==> src/rtl/alsu_arbiter.sv <==
// rtl/alsu_arbiter.sv - round-robin two-port command scheduler in front of one shared ALSU
// Optional statistics counters: define ALSU_ARB_STATS_EN.
module alsu_arbiter #(
  parameter int LATENCY = 2
) (
  input  logic              clk,
  input  logic              rst,
  input  logic              req0_valid,
  output logic              req0_ready,
  input  logic [15:0]       req0_cmd,
  input  logic              req1_valid,
  output logic              req1_ready,
  input  logic [15:0]       req1_cmd,
  output logic signed [2:0] alsu_A,
  output logic signed [2:0] alsu_B,
  output logic [2:0]        alsu_opcode,
  output logic              alsu_cin,
  output logic              alsu_serial_in,
  output logic              alsu_red_op_A,
  output logic              alsu_red_op_B,
  output logic              alsu_bypass_A,
  output logic              alsu_bypass_B,
  output logic              alsu_direction,
  input  logic [5:0]        alsu_out,
  input  logic [15:0]       alsu_leds,
  output logic              rsp_valid,
  input  logic              rsp_ready,
  output logic              rsp_id,
  output logic [5:0]        rsp_data,
  output logic              rsp_err
`ifdef ALSU_ARB_STATS_EN
  ,
  output logic [15:0]       gnt_cnt0,
  output logic [15:0]       gnt_cnt1,
  output logic [15:0]       err_cnt
`endif
);

  typedef enum logic [1:0] {
    S_IDLE = 2'b00,
    S_WAIT = 2'b01,
    S_RESP = 2'b10
  } state_t;

  // The counter is loaded with LATENCY-1 so the capture lands exactly LATENCY edges after accept.
  localparam logic [3:0] CNT_LOAD = 4'(LATENCY - 1);

  state_t      r_state;
  state_t      w_state_nxt;
  logic [15:0] r_cmd;
  logic [3:0]  r_cnt;
  logic        r_last_gnt;
  logic        r_gnt_id;
  logic        r_rsp_valid;
  logic        r_rsp_id;
  logic [5:0]  r_rsp_data;
  logic        r_rsp_err;

  logic        w_any_valid;
  logic        w_grant_id;
  logic        w_accept;
  logic        w_capture;
  logic        w_req0_ready;
  logic        w_req1_ready;

  // On a tie the requester that did not win last time is granted.
  assign w_any_valid = req0_valid | req1_valid;
  assign w_grant_id  = (req0_valid && req1_valid) ? ~r_last_gnt : req1_valid;
  assign w_accept    = (r_state == S_IDLE) && w_any_valid;
  assign w_capture   = (r_state == S_WAIT) && (r_cnt == 4'd0);

  // Ready is suppressed while reset is held so nothing looks accepted during reset.
  assign req0_ready = w_req0_ready && !rst;
  assign req1_ready = w_req1_ready && !rst;

  // The ALSU bus comes straight from the held command, so it never glitches between operations.
  assign alsu_opcode    = r_cmd[15:13];
  assign alsu_A         = r_cmd[12:10];
  assign alsu_B         = r_cmd[9:7];
  assign alsu_cin       = r_cmd[6];
  assign alsu_serial_in = r_cmd[5];
  assign alsu_red_op_A  = r_cmd[4];
  assign alsu_red_op_B  = r_cmd[3];
  assign alsu_bypass_A  = r_cmd[2];
  assign alsu_bypass_B  = r_cmd[1];
  assign alsu_direction = r_cmd[0];

  assign rsp_valid = r_rsp_valid;
  assign rsp_id    = r_rsp_id;
  assign rsp_data  = r_rsp_data;
  assign rsp_err   = r_rsp_err;

  // State register.
  always_ff @(posedge clk or posedge rst) begin
    if (rst) begin
      r_state <= S_IDLE;
    end else begin
      r_state <= w_state_nxt;
    end
  end

  // Next-state and ready decode; ready depends only on state and request valids.
  always_comb begin
    w_state_nxt  = r_state;
    w_req0_ready = 1'b0;
    w_req1_ready = 1'b0;
    case (r_state)
      S_IDLE: begin
        w_req0_ready = w_any_valid && !w_grant_id;
        w_req1_ready = w_any_valid && w_grant_id;
        if (w_any_valid) begin
          w_state_nxt = S_WAIT;
        end
      end
      S_WAIT: begin
        if (r_cnt == 4'd0) begin
          w_state_nxt = S_RESP;
        end
      end
      S_RESP: begin
        if (rsp_ready) begin
          w_state_nxt = S_IDLE;
        end
      end
      default: begin
        w_state_nxt = S_IDLE;
      end
    endcase
  end

  // Command latch, latency countdown and response capture/hold.
  always_ff @(posedge clk or posedge rst) begin
    if (rst) begin
      r_cmd       <= 16'd0;
      r_cnt       <= 4'd0;
      r_last_gnt  <= 1'b1;
      r_gnt_id    <= 1'b0;
      r_rsp_valid <= 1'b0;
      r_rsp_id    <= 1'b0;
      r_rsp_data  <= 6'd0;
      r_rsp_err   <= 1'b0;
    end else begin
      if (w_accept) begin
        r_cmd      <= w_grant_id ? req1_cmd : req0_cmd;
        r_gnt_id   <= w_grant_id;
        r_last_gnt <= w_grant_id;
        r_cnt      <= CNT_LOAD;
      end
      if (r_state == S_WAIT && r_cnt != 4'd0) begin
        r_cnt <= r_cnt - 4'd1;
      end
      if (w_capture) begin
        r_rsp_valid <= 1'b1;
        r_rsp_data  <= alsu_out;
        r_rsp_err   <= |alsu_leds;
        r_rsp_id    <= r_gnt_id;
      end
      if (r_state == S_RESP && rsp_ready) begin
        r_rsp_valid <= 1'b0;
      end
    end
  end

`ifdef ALSU_ARB_STATS_EN
  logic [15:0] r_gnt_cnt0;
  logic [15:0] r_gnt_cnt1;
  logic [15:0] r_err_cnt;

  assign gnt_cnt0 = r_gnt_cnt0;
  assign gnt_cnt1 = r_gnt_cnt1;
  assign err_cnt  = r_err_cnt;

  // Saturating grant and error counters.
  always_ff @(posedge clk or posedge rst) begin
    if (rst) begin
      r_gnt_cnt0 <= 16'd0;
      r_gnt_cnt1 <= 16'd0;
      r_err_cnt  <= 16'd0;
    end else begin
      if (w_accept && !w_grant_id && r_gnt_cnt0 != 16'hFFFF) begin
        r_gnt_cnt0 <= r_gnt_cnt0 + 16'd1;
      end
      if (w_accept && w_grant_id && r_gnt_cnt1 != 16'hFFFF) begin
        r_gnt_cnt1 <= r_gnt_cnt1 + 16'd1;
      end
      if (w_capture && (|alsu_leds) && r_err_cnt != 16'hFFFF) begin
        r_err_cnt <= r_err_cnt + 16'd1;
      end
    end
  end
`endif

endmodule

==> config.mk <==
export PLATFORM = sky130hd
export DESIGN_NAME = alsu_arbiter
export DESIGN_NICKNAME = d
export VERILOG_FILES = /design/src/rtl/alsu_arbiter.sv
export SDC_FILE = /design/constraint.sdc
export NUM_CORES = 1
export LEC_CHECK = 0
export ABC_AREA = 1
export BUFFER_PORTS_ARGS = -buffer_cell sky130_fd_sc_hd__clkbuf_2
export CORE_MARGIN = 5
export CORE_UTILIZATION = 48
export CTS_CLUSTER_SIZE = 12
export DETAILED_ROUTE_END_ITERATION = 10
export PLACE_DENSITY = 0.84
export SYNTH_ARGS = -nofsm -noshare
export SYNTH_HDL_FRONTEND = slang
export SYNTH_SLANG_ARGS = --single-unit
==> constraint.sdc <==
create_clock -name clk -period 3.4 [get_ports clk]
set_input_delay 0.34 -clock clk [delete_from_list [all_inputs] [get_ports clk]]
set_output_delay 0.34 -clock clk [all_outputs]
set_load 0.02 [all_outputs]
# Yosys cells after proc, flatten, opt, wreduce, memory -nomap -nowiden
# Cells that the tools add are included.
[totals]
in_bits = 59
output_inout_bits = 27
regBits = 33
word_cells = 47
[op_classes]
bitwise_logic = 2
eq_ne = 5
n_reduce_logical = 18
addsub = 1
muxes = 12
[ops]
columns = ["op", "n"]
rows = [
  ["two-way mux 16 bit", 1],
  ["OR reduction 16 bit", 1],
  ["logical AND 1 bit", 9],
  ["two-way mux 4 bit", 2],
  ["two-way mux 2 bit", 3],
  ["inequality test 2 bit (second input constant)", 3],
  ["case mux 2 bit (3 select lines)", 1],
  ["two-way mux 1 bit", 5],
  ["zero test 4 bit", 1],
  ["nonzero test 2 bit", 2],
  ["nonzero test 4 bit", 1],
  ["subtractor 4 x 1 -> 4 bit (second input constant)", 1],
  ["AND reduction 3 bit", 1],
  ["equality test 2 x 1 -> 1 bit (second input constant)", 1],
  ["equality test 2 bit (second input constant)", 1],
  ["zero test 1 bit", 2],
  ["zero test 2 bit", 1],
  ["NOT 1 bit", 1],
  ["OR 1 bit", 1],
]

# Longest topological paths before layout
# Gate-level depths: netlist of the first run.
[depth]
word_depth = 6
ltp_mapped = 8
depth_no_buf = 7

# Least setup slack after synthesis of the first run
# Ideal clock, no wire load.
[synth_timing]
kind = "register -> output"
startpoint = "reg r_state[0]"
endpoint = "out req0_ready"
n_path_buf = 1
stages_incl_launch_ff = 5
arrival_time_ps = 1251
t_required_ps = 3060
path_slack_ps = 1809
path_cell_list = "dfrtp_1 nor2_2 o21ai_1 buf_2 nor3_1"
[synth_between]
elab_chain_cells = 3
[synth_lines]
columns = ["item", "line", "rtl"]
rows = [
  ["start: declaration", "48", "state_t r_state;"],
  ["start signal: assignment", "98", "r_state <= w_state_nxt;"],
  ["zero test 2 bit", "107", "case (r_state)"],
  ["two-way mux 1 bit", "107", ""],
  ["logical AND 1 bit", "73", "assign req0_ready = w_req0_ready && !rst;"],
  ["end: declaration", "9", "output logic req0_ready,"],
]
# No other way between the ends.

# Worst setup path after layout of the first run
# Ends and elaborated chain as after synthesis.

==> summary by stage, run 1 <==
Pwr
The worst vdd rail ir drop is approximately 0.00054 V. The share of power burned in combinational logic is about 48%. The power after layout is 0.00195 W.

For this design the static power due to leakage is approximately 1.3 nW. Of the total power, the share spent switching nets is between 40% and 50%. The power share of the sequential group is 36.1%. Cell internal power was estimated by the tool at approximately 0.0011 W. The total power divided by cell area is 896 nW/µm². In this run the power spent charging and discharging nets is between 0.0008 and 0.0009 W.

The clock network is responsible for about 16% of the overall power.

Global routing
The first global-routing pass estimated 6040 µm of wire. The all-layer global routing usage is between 10% and 20%. The number of antenna violations at the first check in global routing is 0. The number of global-route vias before repair is 1460. After global routing the overflow that remains totals 0. The pin count of the biggest net entering global routing is 33.

Yosys
In this run the cell area of the synthesized design comes to 1630 µm². After Yosys synthesis, XOR and XNOR cells account for 0% of the synthesized area. After synthesis the netlist holds a flip-flop and latch count of 33. Dividing the synthesized area by the synthesized cell count gives 7.84 µm². Counting every net in the synthesized netlist gives roughly 270. The cell count after synthesis is roughly 210.

By area, the combinational part of the netlist is dominated by simple AND/OR/NAND/NOR gates. Of the synthesized area, sequential elements account for 50.7%. The yosys synthesis warning count is 0. The number of flops mapped to enable cells by yosys is 0. The proportion of register bits with asynchronous set or reset after synthesis is between 90% and 100%. Of the post-synthesis cell area, the part taken by muxes is 0%.

The post-synthesis cell type count is 22. Of the total synthesized cell area, the portion taken by full adders, half adders and majority gates is less than 1%. The compound-gate portion of the synthesized area is 10.8%. Of the total synthesized cell area, the portion taken by AND, OR, NAND and NOR gates is 28.1%.

The flip-flop cell with the highest count after synthesis is sky130_fd_sc_hd__dfrtp_1.

STA
The final critical-path required period is between 2 and 2.5 ns. The final setup TNS is 0 ns. The normalized max-slew margin is between 30% and 40%. The highest clock rate is 0.478 GHz. Setup repair after global routing left no endpoint under its margin. The final critical-path setup slack is about 1.3 ns. The final setup skew is 0.0158 ns.

The hold violation total from the final report is 0. In the finished design, the share of the clock period the worst path needs comes to slightly above 60%. Setup violations remaining at the end of the flow were counted as 0. The number of slew-limit violations in the final report was 0. At the pin with the least slew margin, the transition time is around 0.95 ns.

Detailed routing
The routed wire length per instance is around 11 µm. The DRC marker count from the first detailed-route iteration is 24. The routed via count divided by cell count is ~4.6. The final route contains between 1.5k and 2k vias.

The number of routed nets with antenna violations is 0. After detailed routing, the number of remaining DRC violations is 0. The pre-antenna-repair detailed-routing pass consisted of 4 iterations. The final wirelength is between 3000 and 4000 µm.

Die
The area of the die is 4660 µm². The core box area is between 3000 and 4000 µm². For this design the top-level I/O count stands at 86.

In this run the horizontal extent of the chip is 68.3 µm. The floorplan has 21 rows. The die is a little under 70 µm tall. The effective utilization at floorplan is 49.2%.

Finish
The library cells used most frequently in the layout, excluding fill and tap cells, are sky130_fd_sc_hd__nand2_1, sky130_fd_sc_hd__clkbuf_2, sky130_fd_sc_hd__dfrtp_1, sky130_fd_sc_hd__inv_1, sky130_fd_sc_hd__o211ai_1. The area growth from synthesis to layout is 33.3%. The area used by multi-input combinational logic is roughly 650 µm². Fill cells in the final layout number 302. The combined flip-flop and latch cell area is roughly 830 µm². Cells with a size suffix above 1 make up approximately 35% of the layout. The number of diodes added for antenna fixing is 0. The number of nets in the final layout is 356.

Worst setup path
Along the worst path, the maximum fanout reaches 13. The required time at the endpoint of the critical path is between 3 and 4 ns. The worst-case register-to-register setup slack is a little under 2 ns.

The critical path in this run is classified as flop to primary output. The element type at the critical path start is a flop. Measured in cells, the most critical reg-to-reg path has a length of 7.

The worst register-to-register path ends at rsp_id. The arrival time at the worst endpoint is 1.75 ns. The critical path capture point type is a primary output.

The reg-to-reg startpoint is r_cnt[0].

Clock network
The buffer cell driving the clock tree root is sky130_fd_sc_hd__clkbuf_4. The worst-case clock buffer depth is 2. The quantity of hold-fixing buffers added after cts is 0. Once the clock tree was built, the setup fixing pass inserted 0 buffers. Counting the buffers created by CTS gives 5. The clock reaches the later pin of the worst-skew pair after roughly 0.35 ns. The TritonCTS clock tree is done. The post-cts resize count is 0. For this design, the sink count on the clock tree is 33. Clock-pin slew was measured on the worst setup and hold paths at approximately 0.11 ns. The H-tree was split into 2 levels.

Placed design
The final estimated routing congestion in global placement is around 0.73. Prior to clock tree synthesis, the placed netlist has a worst setup slack of about 1.6 ns. Input and output buffers added on the ports amount to 85.

The HPWL after detailed placement is just under 3000 µm.

Hold path
The worst min-delay path endpoint is r_state[1]. The worst min-delay path category is input pin to flop. The startpoint identified for the worst hold timing path is rsp_ready. Along the worst hold path, the cell count comes to 2.

Run status
The flow ran to the end, and the final reports show no timing, DRC or antenna violations.

Flow run
The number of max-cap violations is 0.
stage by stage:
stage	util, %	cells	area [µm²]	hold slack [ns]
after floorplan	-	208	1630	0.426
after global placement	63.1	335	2090	0.457
after detailed placement	63.1	335	2090	0.462
after CTS	65.6	343	2170	0.181
after global routing	65.6	343	2170	0.175
final	65.6	343	2170	0.187
flip-flops by register name, summed over array words and instances (netlist names):
| name | cells |
|---|---|
| rsp_err | 1 |
| r_last_gnt | 1 |
| r_cmd | 16 |
| rsp_valid | 1 |
| r_cnt | 4 |
| rsp_id | 1 |
| rsp_data | 6 |
| r_state | 2 |
| r_gnt_id | 1 |
worst max path at each step:
stage / endpoint / from / depth (start not counted) / slack, ns
detailed placement: req0_ready / req0_valid / 5 / 1.63
global route: req0_ready / r_state[0] / 5 / 1.14
floorplan: req0_ready / r_state[0] / 4 / 1.81
CTS: req0_ready / r_state[0] / 5 / 1.27
global placement: req0_ready / req0_valid / 5 / 1.70
finish: req0_ready / r_state[0] / 5 / 1.31
worst max-delay path, stage by stage (launching register included):
cell,delay [ns]
sky130_fd_sc_hd__dfrtp_1,0.42
sky130_fd_sc_hd__nor2_2,0.15
sky130_fd_sc_hd__o21ai_1,0.24
sky130_fd_sc_hd__buf_4,0.26
sky130_fd_sc_hd__nor3_1,0.13
sky130_fd_sc_hd__clkbuf_2,0.19
power groups by stage:
stage               sequential [W]  combinational [W]  clock [W]
floorplan                 0.000878           0.000494          0
global placement          0.000709           0.000922          0
detailed placement        0.000709           0.000955          0
CTS                       0.000705           0.000954   0.000315
global route              0.000728            0.00105   0.000340
finish                    0.000704           0.000935   0.000310
cells by family after synthesis:
kind of cell / Yosys count
buffers and inverters: 36
AO/OA/AOI/OAI: 26
adder cells (fa/ha/maj): 1
AND/OR/NAND/NOR: 112
flip-flops: 33
cells in the mapped netlist, types with 2 or more instances:
master | n | area share (%)
sky130_fd_sc_hd__o211ai_1 | 16 | 7.4
sky130_fd_sc_hd__nand3_1 | 4 | 1.2
sky130_fd_sc_hd__nand2_1 | 85 | 20
sky130_fd_sc_hd__inv_1 | 27 | 6.2
sky130_fd_sc_hd__nor2_2 | 2 | 0.77
sky130_fd_sc_hd__dfrtp_1 | 32 | 49
sky130_fd_sc_hd__nor2_1 | 14 | 3.2
sky130_fd_sc_hd__nor2_4 | 2 | 1.4
sky130_fd_sc_hd__inv_2 | 2 | 0.46
sky130_fd_sc_hd__nand2_2 | 2 | 0.77
sky130_fd_sc_hd__buf_6 | 2 | 1.4
sky130_fd_sc_hd__buf_2 | 5 | 1.5
sky130_fd_sc_hd__o21ai_0 | 6 | 1.8
layout make-up:
cell class                      instances  area share (%)
Clock buffer                            7            2.53
Clock inverter                          1            1.38
Inverter                               29            5.01
Multi-Input combinational cell        139            29.8
Sequential cell                        33            38.1
Tap cell                               46            2.65
Timing Repair Buffer                   88            20.6
metal layers:
layer / vias up / GRT usage [%] / wire, µm
li1: 824 / - / -
met1: 692 / 20.4 / 1560
met2: 60 / 28.8 / 1640
met3: 2 / 7.88 / 400
met4: 0 / 5.46 / 25
met5: - / 0 / 0
No activity file was read; power rests on OpenSTA's default activity.
==> run 2: changes to the inputs <==
Settings changed: CORE_UTILIZATION 48 to 44, PLACE_DENSITY 0.84 to 0.77.
Clock period 3.4 ns to 2.15 ns, I/O delays scaled along.
==> run 2 against run 1 <==
  * Critical path depth rose by 1
  * Non-clock buffer count grew 2
  * Power increased by 63%
  * Setup slack worse by 0.96 ns
  * Sequential power is 58% higher
  * Largest power group unchanged
  * Highest routed layer unchanged
==> summary by stage, run 2 (same netlist as run 1, synthesis figures left out) <==
Global routing
The number of global-route vias before repair is 1514 (was 1460). The sum of overflow across all layers after global routing came to 0 (unchanged). The wire length of the first global-routing pass is 6560 µm (was 6040 µm). The number of antenna violations at the first check in global routing was 0 (unchanged). The met3 global-route usage was 4.83% (was 7.88%). The met1 routing resource usage after global routing is 19.5% (was 20.4%). The pin count of the biggest net entering global routing is 23 (was 33). The fraction of met2 tracks used by global routing came to 27.9% (was 28.8%). The layer carrying the most global-route usage is met2 (unchanged). The all-layer global routing usage was 16.2% (was 17.5%).

Finish
The number of diodes added for antenna fixing is 0 (unchanged). The layout filler cell count was 330 (was 302). The flip-flop count of the largest register after layout is 16 (unchanged). The number of nets in the final layout is 358 (was 356). The synthesis-to-finish area growth came to 36.5% (was 33.3%).

The ratio of cells with drive above 1 in the final layout is 35.5% (was 35.4%). Commonest cells after routing, fill and taps aside: sky130_fd_sc_hd__nand2_1, sky130_fd_sc_hd__clkbuf_2, sky130_fd_sc_hd__dfrtp_1, sky130_fd_sc_hd__inv_1, sky130_fd_sc_hd__o211ai_1 (unchanged). The register name with the most flops is r_cmd (unchanged).

Worst setup path
The stage delay of the slowest cell on the critical path is 0.53 ns (was 0.42 ns). Crit-path cells: nand2_1, nand2_1, buf_4, inv_1, nor3_1, clkbuf_2 (was nor2_2, o21ai_1, buf_4, nor3_1, clkbuf_2). The most repeated library cell on the critical path is sky130_fd_sc_hd__nand2_1. The path type of the worst setup path is flop to primary output (unchanged). The cell with the largest stage delay on the worst path is sky130_fd_sc_hd__dfstp_2 (was sky130_fd_sc_hd__dfrtp_1).

The element type at the critical path start is a flop (unchanged). The buffer and inverter count on the worst path was 3 (was 2). The required time at the endpoint of the critical path is 1.93 ns (was 3.06 ns). The critical path capture point type is a primary output (unchanged).

The arrival time at the worst endpoint is 1.58 ns (was 1.75 ns). The largest driver fanout on the critical path is 13 (unchanged). The category of cells accounting for the largest share of critical-path delay is flip-flops (was buffers and inverters).

Die
The core box area was 3630 µm² (was 3310 µm²). The floorplan row count came to 22 (was 21). The area of the die is 5020 µm² (was 4660 µm²). The horizontal die dimension was 70.9 µm (was 68.3 µm). The boundary pin count is 86 (unchanged). The effective utilization at floorplan is 44.9% (was 49.2%). The vertical extent of the die is 70.9 µm (was 68.3 µm).

Clock network
The clock latency reported for the late side of the worst-skew pair is 0.27 ns (was 0.35 ns). The TritonCTS clock tree is done (unchanged). The number of clock buffers inserted by TritonCTS is 5 (unchanged).

The buffer cell driving the clock tree root is sky130_fd_sc_hd__clkbuf_8 (was sky130_fd_sc_hd__clkbuf_4). The number of sinks handled by clock tree synthesis is 33 (unchanged). The number of setup buffers added after CTS came to 0 (unchanged). The clock slew seen by the registers of the worst setup and hold paths is 0.06 ns (was 0.11 ns). The worst-case clock buffer depth is 2 (unchanged). The number of levels the H-tree was split into is 2 (unchanged).

STA
The final setup skew is 0.00271 ns (was 0.0158 ns). For the finished layout, the period the worst path requires is 1.80 ns. The final critical-path setup slack was 0.352 ns (was 1.31 ns).

The normalized max-slew margin was 53.7% (was 36.5%). The hold violation total from the final report is 0 (unchanged). The slew at the pin closest to its max-slew limit is 0.690 ns (was 0.951 ns). The number of slew-limit violations in the final report is 0 (unchanged). The final setup TNS came to 0 ns (unchanged). The highest clock rate is between 0.5 and 0.6 GHz. The portion of the clock cycle consumed by the worst path in the final layout is 83.6%. The number of setup violations in the final report came to 0 (unchanged). Setup repair after global routing missed its margin: false (unchanged).

Detailed routing
The routed wire length per instance is 11.0 µm (was 10.5 µm). The routed via count divided by cell count is 4.54 (was 4.60). The number of remaining DRC errors is 0 (unchanged). The DRC marker count from the first detailed-route iteration is 47 (was 24). The count of vias placed by the detailed router is 1575 (was 1578). The final wirelength is 3800 µm (was 3620 µm). The number of routed nets with antenna violations is 0 (unchanged).

The number of detailed-route iterations in the first pass is 4 (unchanged).

Pwr
The leakage power is 1.31 nW (was 1.29 nW). The total power divided by cell area was 1430 nW/µm² (was 896 nW/µm²). The worst vdd rail ir drop is 0.000843 V (was 0.000540 V).

Placed design
The number of input and output port buffers inserted was 85 (unchanged). The HPWL after detailed placement is 3030 µm (was 2890 µm). The setup slack at placement is 0.629 ns (was 1.63 ns). The final estimated routing congestion in global placement is 0.772 (was 0.734).

Flow run
The number of max-cap violations is 0 (unchanged).

Run status
Run status: finished, final reports clean (unchanged).

Hold path
The worst min-delay path category is input pin to flop (unchanged).
[run 2: cell types whose count changed in the layout (fill, tap and decap cells not counted), sizes merged]
| cell | change |
|---|---|
| dlygate4sd3 | +1 |
| buf | +1 |
[run 2: layout make-up]
class | instances | area, µm² | area share [%]
well taps | 48 | 60.1 | 2.70
repair buffers | 90 | 465 | 20.9
flip-flops and latches | 33 | 827 | 37.2
clock inverters | 1 | 30.0 | 1.35
inverters | 29 | 109 | 4.89
multi-input cells | 139 | 647 | 29.1
clock buffers | 7 | 86.3 | 3.88
[run 2: routing by layer]
metal	vias up	wire length, µm
met5	-	0
li1	829	-
met2	52	1950
met3	9	266
met4	0	58
met1	685	1530
[run 2: path summary, 6_finish.rpt]
kind                                   from           to  slack (ns)  cells past startpoint
max in group asynchronous               rst  rsp_data[3]        1.00                      4
worst max-delay path             r_last_gnt   req0_ready        0.35                      6
min in group asynchronous               rst     r_cmd[2]        0.50                      3
worst max register to register     r_cnt[0]  rsp_data[0]        0.73                      7
worst min-delay path              rsp_ready   r_state[1]        0.13                      2
worst min register to register  rsp_data[3]  rsp_data[3]        0.47                      2
[run 2: timing repair]
| item | CTS | global route |
|---|---|---|
| hold endpoints to repair | 10 | 0 |
| hold buffers | 1 | 0 |
| endpoints found under the setup margin | 0 | 0 |
| gates resized for setup | 0 | 0 |
[run 2: power by group]
part           switching [W]  internal [W]  leakage [nW]  total (W)
clock network       0.000204      0.000377        0.0585   0.000581
logic               0.000990      0.000502         0.855    0.00149
registers           0.000170      0.000941         0.400    0.00111
total                0.00136       0.00182          1.31    0.00318
[run 2: metrics by stage]
step                total power, W  util [%]  hold slack [ns]  instance area, µm²  instances
floorplan                  0.00217         -            0.301                1630        208
global placement           0.00258      57.7            0.244                2100        338
detailed placement         0.00262      57.7            0.255                2100        338
CTS                        0.00323      61.2            0.124                2220        347
global route               0.00349      61.2            0.124                2220        347
finish                     0.00318      61.2            0.129                2220        347
==> run 3: changes to the inputs <==
Clock period 2.15 ns to 1.7 ns, I/O delays scaled along.
==> run 3 against run 2 <==
  * Routed wire length decreased by 3.9%
  * First-iteration DRC count is 19% lower
  * Power grew 27%
  * Largest cell class unchanged
==> summary by stage, run 3 (same netlist as run 1, synthesis figures left out) <==
Run status
Run status: finished, final reports clean (unchanged).

Finish
The number of nets in the final layout is 359 (was 358). The post-route cell area was 2230 µm² (was 2220 µm²). The layout filler cell count is 349 (was 330).

The flip-flop count of the largest register after layout was 16 (unchanged). The area used by multi-input combinational logic is 647 µm² (unchanged). The number of diodes added for antenna fixing is 0 (unchanged). The final non-filler cell total is 348 (was 347). Commonest cells after routing, fill and taps aside: sky130_fd_sc_hd__nand2_1, sky130_fd_sc_hd__clkbuf_2, sky130_fd_sc_hd__dfrtp_1, sky130_fd_sc_hd__inv_1, sky130_fd_sc_hd__o211ai_1 (unchanged).

The ratio of cells with drive above 1 in the final layout is 35.7% (was 35.5%). The register name with the most flops is r_cmd (unchanged). The synthesis-to-finish area growth is 36.9% (was 36.5%). The combined flip-flop and latch cell area is 827 µm² (unchanged).

Pwr
The leakage power is 1.32 nW (was 1.31 nW). The total power divided by cell area was 1810 nW/µm² (was 1430 nW/µm²). The worst vdd rail ir drop is 0.000702 V (was 0.000843 V).

Clock network
The clock slew seen by the registers of the worst setup and hold paths is 0.07 ns (was 0.06 ns). The number of clock buffers inserted by TritonCTS is 5 (unchanged). The post-cts resize count is 0 (unchanged). The number of levels the H-tree was split into is 2 (unchanged). The number of sinks handled by clock tree synthesis is 33 (unchanged).

The worst-case clock buffer depth is 2 (unchanged). The TritonCTS clock tree was done (unchanged). The clock latency reported for the late side of the worst-skew pair is 0.28 ns (was 0.27 ns).

The number of setup buffers added after CTS is 0 (unchanged). The buffer cell driving the clock tree root is sky130_fd_sc_hd__clkbuf_8 (unchanged).

Worst setup path
The most repeated library cell on the critical path is sky130_fd_sc_hd__nand2_1 (unchanged). The largest driver fanout on the critical path is 3 (was 13). The buffer and inverter count on the worst path is 2 (was 3). The critical path capture point type is a primary output (unchanged). Crit-path cells: nand2_1, nand2_1, inv_1, nor3_1, clkbuf_2 (was nand2_1, nand2_1, buf_4, inv_1, nor3_1, clkbuf_2). The stage delay of the slowest cell on the critical path came to 0.54 ns (was 0.53 ns). The cell with the largest stage delay on the worst path is sky130_fd_sc_hd__dfstp_2 (unchanged). The element type at the critical path start was a flop (unchanged). The path type of the worst setup path is flop to primary output (unchanged). The category of cells accounting for the largest share of critical-path delay was flip-flops (unchanged). The worst-case register-to-register setup slack came to 0.33 ns (was 0.73 ns). The arrival time at the worst endpoint is 1.41 ns (was 1.58 ns). The required time at the endpoint of the critical path is 1.53 ns (was 1.93 ns).

Global routing
The wire length of the first global-routing pass came to 6430 µm (was 6560 µm). The all-layer global routing usage was 15.8% (was 16.2%). The sum of overflow across all layers after global routing is 0 (unchanged). The number of antenna violations at the first check in global routing is 0 (unchanged). The number of global-route vias before repair is 1590 (was 1514).

The pin count of the biggest net entering global routing is 34 (was 23).

Die
The area of the die is 5020 µm² (unchanged). The effective utilization at floorplan is 44.9% (unchanged). The floorplan row count came to 22 (unchanged). The vertical extent of the die is 70.9 µm (unchanged). The core box area is 3630 µm² (unchanged).

The boundary pin count is 86 (unchanged). The horizontal die dimension was 70.9 µm (unchanged).

STA
The hold violation total from the final report is 0 (unchanged). The final setup skew is 0.00734 ns (was 0.00271 ns). The number of setup violations in the final report was 0 (unchanged). The smallest hold slack is 0.0753 ns (was 0.129 ns). The slew at the pin closest to its max-slew limit is 0.399 ns (was 0.690 ns). The portion of the clock cycle consumed by the worst path in the final layout is approximately 93%. The final critical-path setup slack was 0.117 ns (was 0.352 ns). The number of slew-limit violations in the final report is 0 (unchanged). The final setup TNS was 0 ns (unchanged). Subtracting the final worst setup slack from the clock period gives between 1.5 and 2 ns. Setup repair after global routing missed its margin: false (unchanged). Based on the critical path, the design can be clocked at up to between 0.6 and 0.7 GHz.

The normalized max-slew margin is 73.4% (was 53.7%).

Hold path
The worst min-delay path category was input pin to flop (unchanged).

Placed design
The total placed instance area came to 2110 µm² (was 2100 µm²). The HPWL after detailed placement is 2970 µm (was 3030 µm). The number of input and output port buffers inserted came to 85 (unchanged). The setup slack at placement is 0.343 ns (was 0.629 ns). The number of instances in the placed design was 339 (was 338).

The final estimated routing congestion in global placement is 0.776 (was 0.772).

Detailed routing
The routed via count divided by cell count came to 4.55 (was 4.54). The number of routed nets with antenna violations is 0 (unchanged). The number of remaining DRC errors came to 0 (unchanged). The count of vias placed by the detailed router is 1585 (was 1575).

The DRC marker count from the first detailed-route iteration was 38 (was 47). The routed wire length per instance is 10.5 µm (was 11.0 µm). The number of detailed-route iterations in the first pass is 4 (unchanged). The final wirelength is 3660 µm (was 3800 µm).

Flow run
The number of max-cap violations came to 0 (unchanged).
[run 3: final timing paths]
path | from | to | cells past startpoint
min in group asynchronous | rst | r_cmd[2] | 4
max | r_last_gnt | req0_ready | 5
min reg2reg | r_last_gnt | r_last_gnt | 2
max in group asynchronous | rst | r_last_gnt | 4
max reg2reg | r_cnt[0] | rsp_id | 7
min | rsp_ready | r_state[1] | 2
[run 3: metal layers]
| layer | up-vias | global-route usage (%) | wire, µm | share of wire (%) |
|---|---|---|---|---|
| li1 | 825 | - | - | - |
| met1 | 702 | 18.6 | 1540 | 42 |
| met2 | 52 | 26.4 | 1800 | 49 |
| met3 | 6 | 5.54 | 302 | 8.3 |
| met4 | 0 | 6.47 | 14 | 0.38 |
| met5 | - | 0 | 0 | 0 |
[run 3: metrics by stage]
| stage | total power, W | utilization, % |
|---|---|---|
| global route | 0.00440 | 61.4 |
| global placement | 0.00328 | 58.0 |
| floorplan | 0.00274 | - |
| detailed placement | 0.00334 | 58.0 |
| CTS | 0.00411 | 61.4 |
| finish | 0.00405 | 61.4 |
[run 3: final cells by class]
type | instances | share of cell area, %
sequential | 33 | 37.1
multi-input combinational | 139 | 29.0
timing repair buffer | 91 | 21.2
inverter | 29 | 4.88
clock buffer | 7 | 3.87
tap | 48 | 2.69
clock inverter | 1 | 1.35
[run 3: what timing repair did]
action | 4_1_cts | 5_1_grt
endpoints found under the hold margin | 32 | 0
hold buffers | 1 | 0
endpoints found under the setup margin | 0 | 0
[run 3: where the power goes]
group / leakage, nW / switching, W / internal [W] / total (W)
Clock: 0.0585 / 0.000271 / 0.000477 / 0.000748
Sequential: 0.400 / 0.000224 / 0.00119 / 0.00141
Combinational: 0.860 / 0.00123 / 0.000651 / 0.00188
